### config.mk
export PLATFORM = sky130hd
export DESIGN_NAME = fetch_unit
export DESIGN_NICKNAME = d
export VERILOG_FILES = /design/src/rtl/fetch_unit.sv
export SDC_FILE = /design/constraint.sdc
export NUM_CORES = 1
export LEC_CHECK = 0
export CORE_ASPECT_RATIO = 0.8
export CORE_MARGIN = 2
export CORE_UTILIZATION = 43
export CTS_BUF_LIST = sky130_fd_sc_hd__clkbuf_8
export CTS_CLUSTER_DIAMETER = 150
export DETAILED_ROUTE_END_ITERATION = 8
export PLACE_DENSITY = 0.8
export SLEW_MARGIN = 20
export SYNTH_ARGS = -nofsm -noshare
export SYNTH_HDL_FRONTEND = slang
export SYNTH_SLANG_ARGS = --single-unit
### constraint.sdc
create_clock -name clk -period 3.1 [get_ports clk]
set_input_delay 0.62 -clock clk [delete_from_list [all_inputs] [get_ports clk]]
set_output_delay 0.62 -clock clk [all_outputs]
set_load 0.01 [all_outputs]
### src/rtl/fetch_unit.sv
// Instruction fetch: owns the PC and fetches over req/ack; zero-wait ack gives 1 instr/cycle, else NOP bubbles.
// Backpressure: !en parks the fetched word in a buffer (HOLD) with no new request. Optional counters: FETCH_PERF_EN.
module fetch_unit #(
  parameter logic [31:0] RESET_PC  = 32'h0000_0000,
  parameter logic [31:0] NOP_INSTR = 32'h0000_0013
) (
  input  logic        clk,
  input  logic        reset,
  input  logic        en,
  input  logic        redirect,
  input  logic [31:0] PCTargetE,
  output logic        imem_req,
  output logic [31:0] imem_addr,
  input  logic        imem_ack,
  input  logic [31:0] imem_rdata,
  output logic [31:0] InstrF,
  output logic [31:0] PCF,
  output logic [31:0] PCPlus4F,
  output logic        fetch_valid,
  output logic        fetch_busy
`ifdef FETCH_PERF_EN
  ,
  output logic [31:0] perf_fetched,
  output logic [31:0] perf_busy,
  output logic [31:0] perf_discard
`endif
);

  typedef enum logic [1:0] {
    S_REQ   = 2'd0,
    S_HOLD  = 2'd1,
    S_DRAIN = 2'd2
  } state_t;

  state_t      state;
  logic [31:0] pc;
  logic [31:0] instr_buf;
  logic [31:0] pend_pc;

  // pc is frozen in DRAIN, so it still names the request being drained.
  assign PCF       = pc;
  assign PCPlus4F  = pc + 32'd4;
  assign imem_addr = pc;
  assign imem_req  = (state != S_HOLD);

  assign fetch_valid = !redirect &&
                       ((state == S_HOLD) || (state == S_REQ && imem_ack));
  assign InstrF      = (state == S_HOLD) ? instr_buf :
                       (fetch_valid ? imem_rdata : NOP_INSTR);
  assign fetch_busy  = (state == S_REQ && !imem_ack) || (state == S_DRAIN);

  always_ff @(posedge clk or posedge reset) begin
    if (reset) begin
      state     <= S_REQ;
      pc        <= RESET_PC;
      instr_buf <= NOP_INSTR;
      pend_pc   <= 32'h0;
    end else if (redirect) begin
      case (state)
        S_REQ: begin
          if (imem_ack) begin
            pc <= PCTargetE;
          end else begin
            pend_pc <= PCTargetE;
            state   <= S_DRAIN;
          end
        end
        S_HOLD: begin
          pc    <= PCTargetE;
          state <= S_REQ;
        end
        S_DRAIN: begin
          pend_pc <= PCTargetE;
          if (imem_ack) begin
            pc    <= PCTargetE;
            state <= S_REQ;
          end
        end
        default: state <= S_REQ;
      endcase
    end else begin
      case (state)
        S_REQ: begin
          if (imem_ack) begin
            if (en) begin
              pc <= pc + 32'd4;
            end else begin
              instr_buf <= imem_rdata;
              state     <= S_HOLD;
            end
          end
        end
        S_HOLD: begin
          if (en) begin
            pc    <= pc + 32'd4;
            state <= S_REQ;
          end
        end
        S_DRAIN: begin
          if (imem_ack) begin
            pc    <= pend_pc;
            state <= S_REQ;
          end
        end
        default: state <= S_REQ;
      endcase
    end
  end

`ifdef FETCH_PERF_EN
  logic discard_ack;
  assign discard_ack = imem_ack && ((state == S_DRAIN) || (state == S_REQ && redirect));

  always_ff @(posedge clk or posedge reset) begin
    if (reset) begin
      perf_fetched <= 32'h0;
      perf_busy    <= 32'h0;
      perf_discard <= 32'h0;
    end else begin
      if (fetch_valid && en && perf_fetched != 32'hFFFF_FFFF)
        perf_fetched <= perf_fetched + 32'd1;
      if (fetch_busy && perf_busy != 32'hFFFF_FFFF)
        perf_busy <= perf_busy + 32'd1;
      if (discard_ack && perf_discard != 32'hFFFF_FFFF)
        perf_discard <= perf_discard + 32'd1;
    end
  end
`endif

endmodule

==> results of run 1 <==
==> layer usage <==
layer,part of all wire,up-vias,global-route usage
li1,-,2621,-
met1,0.45,2642,0.313
met2,0.46,212,0.360
met3,0.067,21,0.0455
met4,0.016,0,0.0654
met5,0,-,0
==> synthesized netlist by cell type, types with 3 or more instances <==
library cell and number:
a21oi_1 19, a221oi_1 3, a2bb2oi_1 3, a311oi_1 3
a31oi_1 6, and2_1 3, and3_1 5, and4_1 6
buf_1 5, buf_2 11, buf_4 34, clkbuf_1 28
dfrtp_1 95, dfstp_2 3, inv_1 13, mux2_2 64
nand2_1 98, nand2b_1 8, nand3_1 46, nand4_1 6
nor2_1 43, nor2b_1 9, nor3_1 30, nor4_1 8
o211ai_1 5, o21ai_0 42, o22a_1 4, o31ai_1 6
xnor2_1 11, xor2_1 15
==> where the power goes <==
part | switching (mW) | internal (mW)
clock | 0.449 | 0.413
sequential | 0.209 | 1.56
combinational | 0.812 | 1.02
total | 1.47 | 2.99
==> state kept, by name, indices dropped and copies added, names as in the netlist <==
name,count
PCF,32
instr_buf,32
pend_pc,32
state,2
==> how the worst max path moves through the flow <==
stage / to / slack (ns)
2_1_floorplan: PCPlus4F[27] / 0.58
3_3_place_gp: PCPlus4F[19] / 0.18
6_report: PCPlus4F[21] / 0.09
3_5_place_dp: InstrF[21] / 0.17
4_1_cts: PCPlus4F[31] / 0.005
5_1_grt: PCPlus4F[23] / -0.003
==> logic make-up after synthesis <==
family          Yosys count
mux                      65
fa+ha+maj                 1
compound gates          102
xor+xnor                 26
buf+inv                  91
simple gates            268
flops                    98
==> repair_timing <==
action / CTS / global route
hold endpoints to repair: 0 / 0
pin swaps: 1 / 3
setup endpoints to repair: 17 / 27
resized for setup: 18 / 17
hold buffers: 0 / 0
setup buffers: 2 / 4
==> cell type report <==
type | instances | area, µm² | share of cell area
clock buffers | 11 | 151 | 0.0181
clock inverters | 5 | 53.8 | 0.00644
inverters | 13 | 52.6 | 0.00629
multi-input cells | 462 | 2980 | 0.357
flip-flops and latches | 98 | 2460 | 0.295
well taps | 180 | 225 | 0.0270
repair buffers | 252 | 2420 | 0.290
==> stage by stage <==
| step | hold WS, ns | total power [mW] | TNS (ns) |
|---|---|---|---|
| floorplan | 0.472 | 2.71 | 0 |
| global placement | 0.482 | 3.55 | 0 |
| detailed placement | 0.488 | 3.59 | 0 |
| CTS | 0.510 | 4.49 | 0 |
| global route | 0.527 | 4.71 | -0.00558 |
| finish | 0.509 | 4.47 | 0 |
==> results.py, run 1 <==
metrics = {
    "status": {
        "status": "finished clean",
    },
    "detailed_routing": {
        "vias": 5496,
        "drtAntennaViolNets": 0,
        "drtIter0Drc": 430,
        "vias_per_cell": 5.38,
        "firstDrtPassIters": 5,
        "wl_per_cell_um": 16.2,
        "wirelength_um": 16600,
        "route.detailed.drc": 0,
    },
    "sta": {
        "setup_viol": 0,
        "setup_ws_ns": 0.0934,
        "drv_slew": 0,
        "hold_viol": 0,
        "worst_pin_slew_ns": 0.660,
        "period_share": 0.970,
        "relSlewSlack": 0.559,
        "fin_worst_skew_ns": 0.00914,
        "fin_crit_ns": 3.01,
        "fmax_mhz": 333,
    },
    "place": {
        "dp_hpwl_um": 11500,
        "placed_cell_area_um2": 8000,
        "io_buffer_count": 199,
        "pre_cts_slack_ns": 0.173,
        "placed_cells": 999,
        "gp_congestion": 0.813,
    },
    "floorplanning": {
        "core-area_um2": 13400,
        "initial_core_util": 0.434,
        "dieArea_um2": 14500,
        "die_h_um": 108,
        "rows": 38,
        "io_pins": 200,
        "die_w_um": 134,
    },
    "cells_and_area": {
        "drive_gt1_frac": 0.195,
        "antenna_cells": 0,
        "stdcell_count": 1021,
        "final_common_cell": "clkdlybuf4s50_1",
        "fill_cells": 1154,
        "postLayoutCellArea_um2": 8350,
        "area_growth_pct": 43.3,
        "finish.net_count": 906,
        "layout_common_cells": "clkdlybuf4s50_1, nand2_1, dfrtp_1, mux2_2, buf_4",
        "post-route-util": 0.623,
    },
    "yosys": {
        "yosys.area_share.xor_xnor": 0.0391,
        "synth_top_family_by_area": "simple AND/OR/NAND/NOR gates",
        "yosys.area_share.simple": 0.221,
        "yosys_warnings": 0,
        "synth.area.top_cells": "dfrtp_1, mux2_2, nand2_1",
        "synth_compound_area_frac": 0.108,
        "avgSynthCellArea_um2": 8.95,
        "ys_seq_area_frac": 0.422,
        "syn_nets": 721,
        "dominantRegCellSynth": "dfrtp_1",
        "synth_largest_area_cell": "dfrtp_1",
        "syn_inst": 651,
        "synth_top_area_frac": 0.408,
        "synth-adder-area-share": 0.00215,
        "muxShareOfSynthArea": 0.125,
        "async_reset_ff_frac": 1.00,
        "synth.distinct_cells": 46,
        "syn_area_um2": 5820,
        "synth-edff-count": 0,
        "synth-seq-cells": 98,
    },
    "critical_path": {
        "regToRegEndpoint": "PCF[31]",
        "critPathKind": "flip-flop to output port",
        "cp-end-kind": "output port",
        "required_ns": 2.48,
        "cpMaxStageDelayCell": "clkdlybuf4s50_1",
        "r2r_start": "state[0]",
        "arrival_ns": 2.39,
        "startpoint": "PCF[6]",
        "r2r_slack_ns": 0.73,
        "cp_cell_sequence": "nand4_1 > buf_6 > nor3_1 > nand2_1 > o31ai_1 > clkdlybuf4s50_1",
        "path_depth": 6,
        "cp.buffers_inverters": 2,
        "path_max_fanout": 9,
        "r2r_cells": 4,
        "slowest_delay_ns": 0.59,
        "cp_top_family": "buffers and inverters",
        "start_kind": "flip-flop",
    },
    "min_path": {
        "hold_path_startpoint": "pend_pc[1]",
        "min_path_cells": 1,
        "hold_class": "flip-flop to flip-flop",
        "hold_end": "pend_pc[1]",
    },
    "clock_tree": {
        "path_clk_slew_ns": 0.09,
        "insertion_delay_ns": 0.37,
        "cts_buffers": 9,
        "cts_buffer_depth": 2,
        "cts.sink_count": 98,
        "htreeDepth": 3,
        "cts_tree": "built",
        "clock-root-buffer": "clkbuf_8",
    },
    "global_routing": {
        "grt_pass1_wl_um": 26100,
        "grt_max_degree": 99,
        "grtUsageTotal": 0.225,
        "antenna_found_initial": 0,
        "overflow": 0,
        "grt_pass1_vias": 5104,
    },
    "pwr": {
        "ir_worst_vdd_v": 0.000275,
        "power.leakage_nw": 3.51,
        "power.density_nw_per_um2": 535,
    },
    "job": {
        "cap_violations": 0,
    },
}
(Power assumes the default switching activity.)
==> run 2, diff against run 1 <==
CORE_UTILIZATION = 42   (was 43)
CTS_BUF_LIST = sky130_fd_sc_hd__clkbuf_16   (was sky130_fd_sc_hd__clkbuf_8)
CTS_CLUSTER_SIZE = 10   (was not set)
PLACE_DENSITY = 0.78   (was 0.8)
==> run 2 against run 1 <==
Utilization grew 0.11 points. Sequential power is essentially flat. Largest cell class unchanged. Via count increased by 1.7%. Critical path depth stayed put. First-iteration DRC count decreased by 18%. Final cell count up 0.29%. Critical endpoint unchanged. Flip-flop and latch count unchanged.
==> results.py, run 2 (synthesis gave the netlist of run 1 again) <==
metrics = {
    "clock_tree": {
        "path_clk_slew_ns": 0.07,
        "cts_buffers": 9,
        "htreeDepth": 3,
        "cts.sink_count": 98,
        "clock-root-buffer": "clkbuf_16",
        "cts_buffer_depth": 2,
        "cts_tree": "built",
        "insertion_delay_ns": 0.35,
    },
    "floorplanning": {
        "core-area_um2": 13600,
        "io_pins": 200,
        "dieArea_um2": 14800,
        "die_w_um": 136,
        "die_h_um": 109,
        "rows": 38,
        "initial_core_util": 0.430,
    },
    "detailed_routing": {
        "vias_per_cell": 5.46,
        "wl_per_cell_um": 17.0,
        "wl_met2_um": 8250,
        "wirelength_um": 17400,
        "vias": 5587,
        "firstDrtPassIters": 5,
        "wl_met3_um": 1150,
        "wl_met1_um": 7800,
        "route.top_layer_used": "met4",
        "drtIter0Drc": 351,
        "route.detailed.drc": 0,
        "drtAntennaViolNets": 0,
    },
    "job": {
        "cap_violations": 0,
    },
    "sta": {
        "final.setup.tns_ns": 0,
        "hold_viol": 0,
        "fin_hold_ws_ns": 0.510,
        "setup_viol": 0,
        "fin_crit_ns": 2.98,
        "setup_ws_ns": 0.117,
        "worst_pin_slew_ns": 0.681,
        "relSlewSlack": 0.545,
        "drv_slew": 0,
        "fmax_mhz": 335,
        "fin_worst_skew_ns": 0.00667,
        "period_share": 0.962,
        "rsz0062_at_grt": "false",
    },
    "cells_and_area": {
        "antenna_cells": 0,
        "post-route-util": 0.624,
        "finish.net_count": 909,
        "final_common_cell": "clkdlybuf4s50_1",
        "area_growth_pct": 45.1,
        "drive_gt1_frac": 0.193,
        "fill_cells": 1110,
        "layout_common_cells": "clkdlybuf4s50_1, nand2_1, dfrtp_1, mux2_2, buf_4",
    },
    "critical_path": {
        "cpMaxStageDelayCell": "clkdlybuf4s50_1",
        "r2r_start": "state[0]",
        "critPathKind": "flip-flop to output port",
        "slowest_delay_ns": 0.58,
        "path_depth": 6,
        "endpoint": "PCPlus4F[21]",
        "regToRegEndpoint": "PCF[31]",
        "required_ns": 2.48,
        "path_max_fanout": 9,
        "r2r_slack_ns": 0.89,
        "cp_top_family": "buffers and inverters",
        "cp.buffers_inverters": 2,
        "start_kind": "flip-flop",
        "startpoint": "PCF[2]",
        "arrival_ns": 2.36,
        "r2r_cells": 6,
        "cp-end-kind": "output port",
        "cp_cell_sequence": "nand4_4 > buf_4 > nor3_1 > nand2_1 > o31ai_1 > clkdlybuf4s50_1",
    },
    "global_routing": {
        "overflow": 0,
        "grt_pass1_vias": 5369,
        "grtUsageTotal": 0.232,
        "antenna_found_initial": 0,
        "grt_max_degree": 64,
        "grt_pass1_wl_um": 27300,
    },
    "place": {
        "io_buffer_count": 199,
        "pre_cts_slack_ns": 0.221,
        "gp_congestion": 0.852,
        "dp_hpwl_um": 12300,
    },
    "pwr": {
        "ir_worst_vdd_v": 0.000321,
        "power.leakage_nw": 3.57,
        "power.density_nw_per_um2": 567,
        "power_mw": 4.79,
    },
    "status": {
        "status": "finished clean",
    },
    "min_path": {
        "hold_class": "flip-flop to flip-flop",
    },
}
## run 2: where the power goes
group          internal, mW  switching [mW]
Combinational          1.02           0.816
Clock                 0.642           0.531
Sequential             1.56           0.218
## run 2: worst min-delay path by stage
stage | depth (start not counted) | startpoint | slack (ns) | endpoint
floorplan | 1 | pend_pc[1] | 0.47 | pend_pc[1]
global placement | 1 | pend_pc[7] | 0.48 | pend_pc[7]
detailed placement | 1 | pend_pc[13] | 0.50 | pend_pc[13]
CTS | 1 | instr_buf[30] | 0.51 | instr_buf[30]
global route | 1 | pend_pc[3] | 0.52 | pend_pc[3]
finish | 1 | instr_buf[10] | 0.51 | instr_buf[10]
## run 2: stage by stage
step	std cells	area (µm²)
finish	1024	8450
global placement	1002	8020
detailed placement	1002	8020
floorplan	651	5830
global route	1024	8450
CTS	1020	8380
## run 2: what timing repair did
item | in CTS | in global routing
buffers inserted | 2 | 4
pin swaps | 2 | 2
endpoints found under the setup margin | 12 | 9
gates resized for setup | 12 | 15
hold buffers | 0 | 0
## run 2: cell type report
type | count | area, µm² | share of cell area
Sequential cell | 98 | 2460 | 0.291
Multi-Input combinational cell | 462 | 2960 | 0.350
Tap cell | 180 | 225 | 0.0266
Inverter | 13 | 52.6 | 0.00622
Timing Repair Buffer | 255 | 2450 | 0.290
Clock buffer | 9 | 225 | 0.0266
Clock inverter | 7 | 83.8 | 0.00992
## run 2: routing by layer
metal  vias up  global-route usage
li1       2613                   -
met1      2735               0.320
met2       215               0.382
met3        24              0.0415
met4         0              0.0565
met5         -                   0
==> run 3, diff against run 2 <==
RECOVER_POWER = 25   (was not set)
==> run 3 against run 2 <==
Routed wire length barely moved. Clock-buffer cell count did not move. Register-to-register slack barely moved. First-iteration DRC count fell by 1.4%. Critical path type is now input port to output port. Final cell count did not move. Sequential power barely moved. Cell area barely moved. Hold slack got worse by 0.00086 ns. Fmax fell by 0.11%. Clock power barely moved.
==> results.py, run 3 (synthesis gave the netlist of run 1 again) <==
metrics = {
    "status": {
        "status": "finished clean",
    },
    "sta": {
        "fmax_mhz": 335,
        "fin_crit_ns": 2.99,
        "final.setup.tns_ns": 0,
        "relSlewSlack": 0.122,
        "drv_slew": 0,
        "hold_viol": 0,
        "setup_ws_ns": 0.114,
        "worst_pin_slew_ns": 1.32,
        "period_share": 0.963,
        "fin_worst_skew_ns": 0.00703,
        "rsz0062_at_grt": "false",
        "setup_viol": 0,
    },
    "global_routing": {
        "overflow": 0,
        "grt_max_degree": 64,
        "grtUsageTotal": 0.232,
        "grt_pass1_wl_um": 27300,
        "grt_pass1_vias": 5369,
        "antenna_found_initial": 0,
    },
    "critical_path": {
        "cp-end-kind": "output port",
        "cp_cell_sequence": "dlygate4sd3_1 > o21ai_0 > inv_1 > buf_12 > nand3_1 > nand2_1 > clkdlybuf4s50_1",
        "r2r_cells": 6,
        "startpoint": "imem_ack",
        "path_depth": 7,
        "regToRegEndpoint": "PCF[31]",
        "cp_top_family": "buffers and inverters",
        "cp.buffers_inverters": 4,
        "path_max_fanout": 30,
        "r2r_start": "state[0]",
        "endpoint": "InstrF[6]",
        "cpMaxStageDelayCell": "dlygate4sd3_1",
        "arrival_ns": 2.37,
        "r2r_slack_ns": 0.90,
        "required_ns": 2.48,
        "slowest_delay_ns": 0.55,
        "start_kind": "input port",
        "critPathKind": "input port to output port",
    },
    "detailed_routing": {
        "route.detailed.drc": 0,
        "wirelength_um": 17400,
        "drtIter0Drc": 346,
        "drtAntennaViolNets": 0,
        "vias_per_cell": 5.46,
        "wl_per_cell_um": 17.0,
        "vias": 5595,
        "firstDrtPassIters": 5,
    },
    "clock_tree": {
        "insertion_delay_ns": 0.35,
        "cts_buffers": 9,
        "cts.sink_count": 98,
        "clock-root-buffer": "clkbuf_16",
        "cts_hold_buf": 0,
        "path_clk_slew_ns": 0.07,
        "cts_tree": "built",
        "cts_buffer_depth": 2,
        "htreeDepth": 3,
    },
    "place": {
        "placed_cell_area_um2": 8020,
        "pre_cts_slack_ns": 0.221,
        "dp_hpwl_um": 12300,
        "io_buffer_count": 199,
        "gp_congestion": 0.852,
    },
    "pwr": {
        "p_clk_frac": 0.244,
        "switching_share": 0.326,
        "power.density_nw_per_um2": 567,
        "switching_power_mw": 1.56,
        "seqPwrFrac": 0.372,
        "combPwrFrac": 0.384,
        "p_int_mw": 3.22,
        "ir_worst_vdd_v": 0.000321,
        "power.leakage_nw": 3.57,
    },
    "cells_and_area": {
        "finish.net_count": 909,
        "layout_common_cells": "clkdlybuf4s50_1, nand2_1, dfrtp_1, mux2_2, buf_4",
        "final_common_cell": "clkdlybuf4s50_1",
        "antenna_cells": 0,
        "postLayoutCellArea_um2": 8450,
        "fill_cells": 1111,
        "drive_gt1_frac": 0.192,
        "area_growth_pct": 45.0,
    },
    "job": {
        "cap_violations": 0,
    },
    "floorplanning": {
        "die_w_um": 136,
        "dieArea_um2": 14800,
        "rows": 38,
        "die_h_um": 109,
        "io_pins": 200,
        "initial_core_util": 0.430,
        "core-area_um2": 13600,
    },
    "min_path": {
        "hold_path_startpoint": "pend_pc[3]",
        "min_path_cells": 1,
        "hold_class": "flip-flop to flip-flop",
    },
}
run 3: cell types whose count changed in the layout (fill, tap and decap cells not counted):
cell             before  now
clkinvlp_4            2    1
clkbuf_1              0    1
clkdlybuf4s50_1     188  186
dlygate4sd3_1         0    2
clkinvlp_2            0    1
buf_4                52   51
run 3: worst min-delay path by stage:
stage and to:
5_1_grt pend_pc[3], 4_1_cts instr_buf[30], 3_3_place_gp pend_pc[7], 6_report pend_pc[3], 2_1_floorplan pend_pc[1], 3_5_place_dp pend_pc[13]
run 3: area by class of cell:
cell class                 instances  area [µm²]  share of cell area
multi-input combinational        462        2960               0.350
sequential                        98        2460               0.291
timing repair buffer             255        2450               0.290
clock buffer                       9         225              0.0267
tap                              180         225              0.0267
clock inverter                     7        83.8             0.00993
inverter                          13        50.0             0.00593
run 3: per-stage QoR:
| step | hold slack, ns | power [mW] | util | std cells |
|---|---|---|---|---|
| global route | 0.519 | 5.03 | 0.623 | 1024 |
| global placement | 0.485 | 3.56 | 0.592 | 1002 |
| CTS | 0.511 | 4.81 | 0.618 | 1020 |
| floorplan | 0.472 | 2.71 | - | 651 |
| finish | 0.509 | 4.79 | 0.623 | 1024 |
| detailed placement | 0.495 | 3.62 | 0.592 | 1002 |
run 3: power groups by stage:
| stage | sequential [mW] | clock, mW | combinational (mW) |
|---|---|---|---|
| 3_5_place_dp | 1.80 | 0 | 1.82 |
| 3_3_place_gp | 1.78 | 0 | 1.79 |
| 5_1_grt | 1.82 | 1.24 | 1.98 |
| 2_1_floorplan | 1.83 | 0 | 0.876 |
| 4_1_cts | 1.78 | 1.20 | 1.83 |
| 6_report | 1.78 | 1.17 | 1.84 |
run 3: what timing repair did:
item / 4_1_cts / 5_1_grt
gates resized for setup: 12 / 15
pin swaps: 2 / 2
endpoints found under the setup margin: 12 / 9
setup buffers: 2 / 4
run 3: worst register-to-register path, delay by kind of cell (launching register included):
| kind | cells | cell delay, ns |
|---|---|---|
| buffers and inverters | 2 | 0.45 |
| DFF | 1 | 0.34 |
| and+or+nand+nor | 3 | 1.14 |
| AOI/OAI and AO/OA | 1 | 0.15 |
run 3: per-layer routing:
| metal | track usage | part of all wire | wire length (µm) |
|---|---|---|---|
| met1 | 0.320 | 0.44 | 7650 |
| met2 | 0.382 | 0.47 | 8270 |
| met3 | 0.0415 | 0.073 | 1270 |
| met4 | 0.0565 | 0.014 | 236 |
| met5 | 0 | 0 | 0 |
==> edit 1, RTL diff (config.mk and constraints of run 2) <==
The option `FETCH_PERF_EN` is turned on by a define.
--- a/src/rtl/fetch_unit.sv
+++ b/src/rtl/fetch_unit.sv
@@ -1,5 +1,7 @@
 // Instruction fetch: owns the PC and fetches over req/ack; zero-wait ack gives 1 instr/cycle, else NOP bubbles.
 // Backpressure: !en parks the fetched word in a buffer (HOLD) with no new request. Optional counters: FETCH_PERF_EN.
+`define FETCH_PERF_EN
+
 module fetch_unit #(
   parameter logic [31:0] RESET_PC  = 32'h0000_0000,
   parameter logic [31:0] NOP_INSTR = 32'h0000_0013
Behaviour (old outputs only; new: perf_busy, perf_discard and perf_fetched): unchanged (Yosys induction, for registers that start in step).
==> edit 1 against run 2 <==
  * Final cell count rose by 65%
  * Core utilization is 2.3 points lower
  * Design area grew 72%
  * Wire length grew 76%
  * First-iteration DRC count rose by 90%
  * Clock skew is 8.2 ps higher
  * Sequential cell count up 96
  * Register-to-register slack got worse by 110 ps
  * Area after synthesis up 77%
  * Setup slack got worse by 68 ps
  * Power increased by 62%
  * Critical path type unchanged
  * Largest power group is now sequential cells
==> edit 1: results (changes against run 2) <==
** Critical path
- The number of cells on the worst reg-to-reg path was 7 (+1).
- Destination of the worst register-to-register timing path :: perf_fetched[25]$_DFFE_PP0P_
- Worst reg-to-reg setup slack :: 780 ps (-110 ps)
- The largest fanout on the critical path came to 5 (-4).
- The arrival time reported for the critical path endpoint is 2430 ps (+70 ps).
- The peak per-stage delay on the critical path came to 550 ps (-30 ps).

** Placed design
- Count of port buffers added during placement :: 295 (+48%)
- The routability congestion estimate was 0.871 (+2.2%).
- Total half-perimeter wirelength after legalization and detailed placement :: 21,900 um (+78%)
- The placement-stage worst setup slack is 55.6 ps (-165 ps).

** CTS
- The depth of the CTS H-tree is 4 (+1).
- The maximum root-to-sink buffer count was 2 (unchanged).
- The total CTS buffers is 17 (+8).

** Timing
- The headroom to the max-slew limit was 58.1% (+3.6 points).
- Setup skew after layout :: 14.9 ps (+8.21 ps)

** Cells and area
- Number of inserted filler cells in the final layout :: 2,021 (+82%)
- Ratio of cells with drive above 1 in the final layout :: 16.3% (-3.0 points)
- The net total in the final layout came to 1,432 (+58%).

** Global route
- The via count of the first global-routing pass came to 8,865 (+65%).
- The first-pass GRT wire length was 47,400 um (+74%).
- GRT Resource Usage Total :: 23.5% (+0.29 points)
- Largest net degree at the start of global routing :: 76 (+19%)

** Detailed routing
- Detailed-route via count :: 9,276 (+66%)
- Initial DRC Count :: 668 (+90%)
- Average wire per standard cell :: 18.2 um (+6.7%)

** Synth
- Distinct cell type count after synthesis :: 61 (+33%)
- Sequential element share of the synthesized area :: 47.2% (+5.0 points)
- Synth warnings :: 0 (unchanged)
- Ranked by instance count, the synthesized netlist is headed by 191 x sky130_fd_sc_hd__dfrtp_1, 133 x sky130_fd_sc_hd__nand2_1, 67 x sky130_fd_sc_hd__mux2_2, 67 x sky130_fd_sc_hd__xnor2_1, 63 x sky130_fd_sc_hd__nor2_1.
- Mapped Nets :: 1,123 (+56%)
- Synth top area cells :: sky130_fd_sc_hd__dfrtp_1 46%, sky130_fd_sc_hd__mux2_2 7.3%, sky130_fd_sc_hd__xnor2_1 5.7%
- The proportion of synthesized flip-flops having asynchronous set or reset is 100% (unchanged).

** Status
- Result of the run :: complete, no violations

** Power and ir drop
- The largest vdd supply drop was 0.352 mV (+9.5%).
- The reported leakage power came to 6.24 nW (+75%).
edit 1: worst max path at each step:
stage	startpoint	end	slack, ps
6_report	PCF[3]$_DFFE_PP0P_	PCPlus4F[10]	50
5_1_grt	PCF[3]$_DFFE_PP0P_	PCPlus4F[10]	-50
4_1_cts	PCF[6]$_DFFE_PP0P_	PCPlus4F[31]	-40
3_5_place_dp	PCF[3]$_DFFE_PP0P_	PCPlus4F[30]	60
3_3_place_gp	imem_ack	InstrF[18]	120
2_1_floorplan	reset	PCF[0]$_DFFE_PP0P_	-20
edit 1: timing repair:
| item | 4_1_cts | 5_1_grt |
|---|---|---|
| hold endpoints to repair | 0 | 0 |
| setup endpoints to repair | 21 | 48 |
| pin swaps | 4 | 5 |
| cloned | 0 | 0 |
| buffers inserted | 3 | 10 |
| hold buffers | 0 | 0 |
| resized for setup | 23 | 28 |
edit 1: logic make-up after synthesis:
kind of cell               synth area share [%]
adders and majority gates                 0.486
and+or+nand+nor                            20.5
buffers and inverters                      5.08
muxes                                      7.62
AOI/OAI and AO/OA                          8.84
DFF                                        47.2
xor gates and xnor gates                   10.3
edit 1: report_power, final:
part | internal (W) | switching (W) | total [W]
clock network | 0.00105 | 0.00108 | 0.00213
registers | 0.00291 | 0.000354 | 0.00327
logic | 0.00131 | 0.00105 | 0.00236
total | 0.00528 | 0.00248 | 0.00775
edit 1: through the flow:
stage	setup TNS [ps]	instances	total power (W)	hold WS (ps)	instance area [um2]
finish	0	1690	0.00775	460	14500
global route	-186	1690	0.00817	434	14500
CTS	-84.2	1680	0.00775	444	14300
detailed placement	0	1645	0.00561	482	13700
global placement	0	1645	0.00554	480	13700
floorplan	-4190	1050	0.00439	472	10300
edit 1: per-layer routing:
metal | vias to the layer above | wire, um | GRT usage, %
met5 | - | 0 | 0
met3 | 35 | 2380 | 5.68
met4 | 0 | 486 | 6.03
met2 | 369 | 14300 | 37.0
met1 | 4570 | 13600 | 32.5
li1 | 4302 | - | -
edit 1: cell type report:
| type | instances | area [um2] | area share [%] |
|---|---|---|---|
| multi-input combinational | 754 | 5070 | 34.9 |
| tap | 318 | 398 | 2.74 |
| clock inverter | 15 | 125 | 0.862 |
| sequential | 194 | 4860 | 33.5 |
| timing repair buffer | 367 | 3540 | 24.4 |
| clock buffer | 17 | 425 | 2.93 |
| inverter | 25 | 101 | 0.698 |
edit 1: critical path, delay by kind of cell (launching register included):
| kind | cells | cell delay (ps) |
|---|---|---|
| XOR/XNOR | 1 | 150 |
| flip-flops | 1 | 410 |
| AND/OR/NAND/NOR | 3 | 480 |
| adder cells (fa/ha/maj) | 1 | 270 |
| buffers and inverters | 2 | 690 |
==> edit 2, RTL diff (flow settings as in run 2) <==
Without the edit above. The 3 states of `state_t` get a one-hot encoding in 3 bits.
--- a/src/rtl/fetch_unit.sv
+++ b/src/rtl/fetch_unit.sv
@@ -26,10 +26,10 @@
 `endif
 );
 
-  typedef enum logic [1:0] {
-    S_REQ   = 2'd0,
-    S_HOLD  = 2'd1,
-    S_DRAIN = 2'd2
+  typedef enum logic [2:0] {
+    S_REQ   = 3'b001,
+    S_HOLD  = 3'b010,
+    S_DRAIN = 3'b100
   } state_t;
 
   state_t      state;
Behaviour: same outputs for any inputs over 4 cycles, from zero or initial values and one cycle with reset high; so few cycles prove little.
==> edit 2 against run 2 <==
  * Clock power rose by 9%
  * Sequential cell count up 1
  * Global-route usage rose by 0.51 points
  * First-iteration DRC count decreased by 7.4%
  * Largest cell class unchanged
  * Die area decreased by 2.1%
  * Design area fell by 2.0%
  * Area after synthesis fell by 2.2%
  * Largest power group unchanged
  * Wire length down 0.29%
  * Critical path type unchanged
  * Power grew 26%
  * Setup slack got worse by 75 ps
  * Synthesized cell count fell by 15%
  * Core utilization shrank 0.62 points
==> edit 2: results (changes against run 2) <==
** Status
- The run finished with clean final reports.

** Cells and area
- The layout filler cell count is 1,087 (-2.1%).
- The net total in the final layout came to 807 (-11%).
- The share of final-layout standard cells stronger than drive strength 1 was 20.1% (+0.77 points).

** Timing
- Setup skew after layout :: 10.2 ps (+3.58 ps)
- The headroom to the max-slew limit came to 51.0% (-3.5 points).
- The worst hold margin is 501 ps (-8.72 ps).

** Global route
- The maximum number of pins on one net before global-route repair was 50 (-22%).
- Fraction of met3 tracks used by global routing :: 4.08% (-0.071 points)
- The overall global routing resource usage is 23.7% (+0.51 points).
- Global-route wire length before repair :: 27,400 um (+0.35%)

** Critical path
- The arrival time reported for the critical path endpoint came to 2440 ps (+80 ps).
- Worst reg2reg path depth :: 4 (-2)
- Beginning of the worst register-to-register path :: state[0]$_DFFE_PP1P_
- In this run the critical register-to-register path is captured at PCF[12]$_DFFE_PP0P_.
- Worst reg-to-reg setup slack :: 530 ps (-360 ps)

** CTS
- Number of buffers on the longest clock path :: 2 (unchanged)

** Detailed routing
- The total via count in the routed design is 5,202 (-6.9%).
- The detailed-route wire length per cell came to 18.9 um (+11%).

** Placed design
- The placement-stage worst setup slack was 109 ps (-112 ps).
- The routability congestion estimate came to 0.915 (+7.4%).
- Total half-perimeter wirelength after legalization and detailed placement :: 12,600 um (+2.4%)
- The number of cells in the design after placement is 897 (-10%).

** Power and ir drop
- Largest vdd supply drop :: 0.397 mV (+24%)
- The reported net switching power is 0.00200 W (+28%).
- Leakage Power :: 3.38 nW (-5.6%)

** Synth
- Distinct cell type count after synthesis :: 53 (+15%)
- Cell types with the highest counts after synthesis :: 95 x sky130_fd_sc_hd__dfrtp_1, 62 x sky130_fd_sc_hd__mux2_2, 38 x sky130_fd_sc_hd__nor2_1, 34 x sky130_fd_sc_hd__buf_4, 29 x sky130_fd_sc_hd__a22o_1
- Proportion of synthesized flip-flops having asynchronous set or reset :: 100% (unchanged)
- Cells after synthesis :: 555 (-15%)

** Worst hold path
- The path with the worst hold slack has its endpoint at pend_pc[9]$_DFFE_PP0P_.
-- edit 2: cell count changes in the layout (fill, tap and decap cells not counted), moves of 8 or more --
cell / before / now
sky130_fd_sc_hd__nand2_1: 98 / 25
sky130_fd_sc_hd__a22o_1: 2 / 29
sky130_fd_sc_hd__o21ai_0: 42 / 15
sky130_fd_sc_hd__nor3_1: 28 / 4
sky130_fd_sc_hd__nand3_1: 44 / 22
sky130_fd_sc_hd__buf_4: 52 / 36
sky130_fd_sc_hd__mux2i_1: 1 / 9
-- edit 2: repair_timing --
item | in CTS | in global routing
endpoints found under the hold margin | 0 | 0
pin swaps | 1 | 9
gates resized for setup | 7 | 19
setup buffers | 2 | 7
endpoints found under the setup margin | 12 | 15
-- edit 2: stage by stage --
step | area (um2) | TNS, ps
CTS | 8180 | 0
finish | 8280 | 0
detailed placement | 7810 | 0
global route | 8280 | -78.8
global placement | 7810 | 0
floorplan | 5700 | 0
-- edit 2: final cells by class --
type	instances	area share, %
sequential	99	30.1
clock buffer	9	2.72
timing repair buffer	239	28.4
multi-input combinational	373	33.9
clock inverter	7	1.39
tap	180	2.72
inverter	15	0.725
-- edit 2: how the worst max path moves through the flow --
stage                                    start      endpoint  slack (ps)
final                      PCF[18]$_DFFE_PP0P_  PCPlus4F[22]          40
after floorplan           state[0]$_DFFE_PP1P_    InstrF[21]         720
after global routing        PCF[2]$_DFFE_PP0P_  PCPlus4F[16]         -80
after global placement                imem_ack     InstrF[8]         140
after detailed placement              imem_ack    InstrF[27]         110
after CTS                  PCF[17]$_DFFE_PP0P_  PCPlus4F[27]           7
-- edit 2: power by group through the flow --
stage | Combinational [W] | Sequential (W) | Clock (W)
floorplan | 0.00127 | 0.00215 | 0
global placement | 0.00248 | 0.00215 | 0
detailed placement | 0.00254 | 0.00218 | 0
CTS | 0.00255 | 0.00216 | 0.00131
global route | 0.00275 | 0.00223 | 0.00136
finish | 0.00257 | 0.00217 | 0.00128
-- edit 2: cells by family after synthesis --
| family | share of synthesized area [%] |
|---|---|
| buffers and inverters | 8.08 |
| adder cells (fa/ha/maj) | 0.220 |
| XOR/XNOR | 4.30 |
| AO/OA/AOI/OAI | 15.8 |
| AND/OR/NAND/NOR | 13.8 |
| multiplexers | 14.2 |
| flip-flops | 43.6 |
-- edit 2: routing by layer --
layer | vias to the layer above | wire length [um]
met5 | - | 0
met4 | 0 | 266
met3 | 20 | 1100
met2 | 218 | 8570
met1 | 2607 | 7450
li1 | 2357 | -
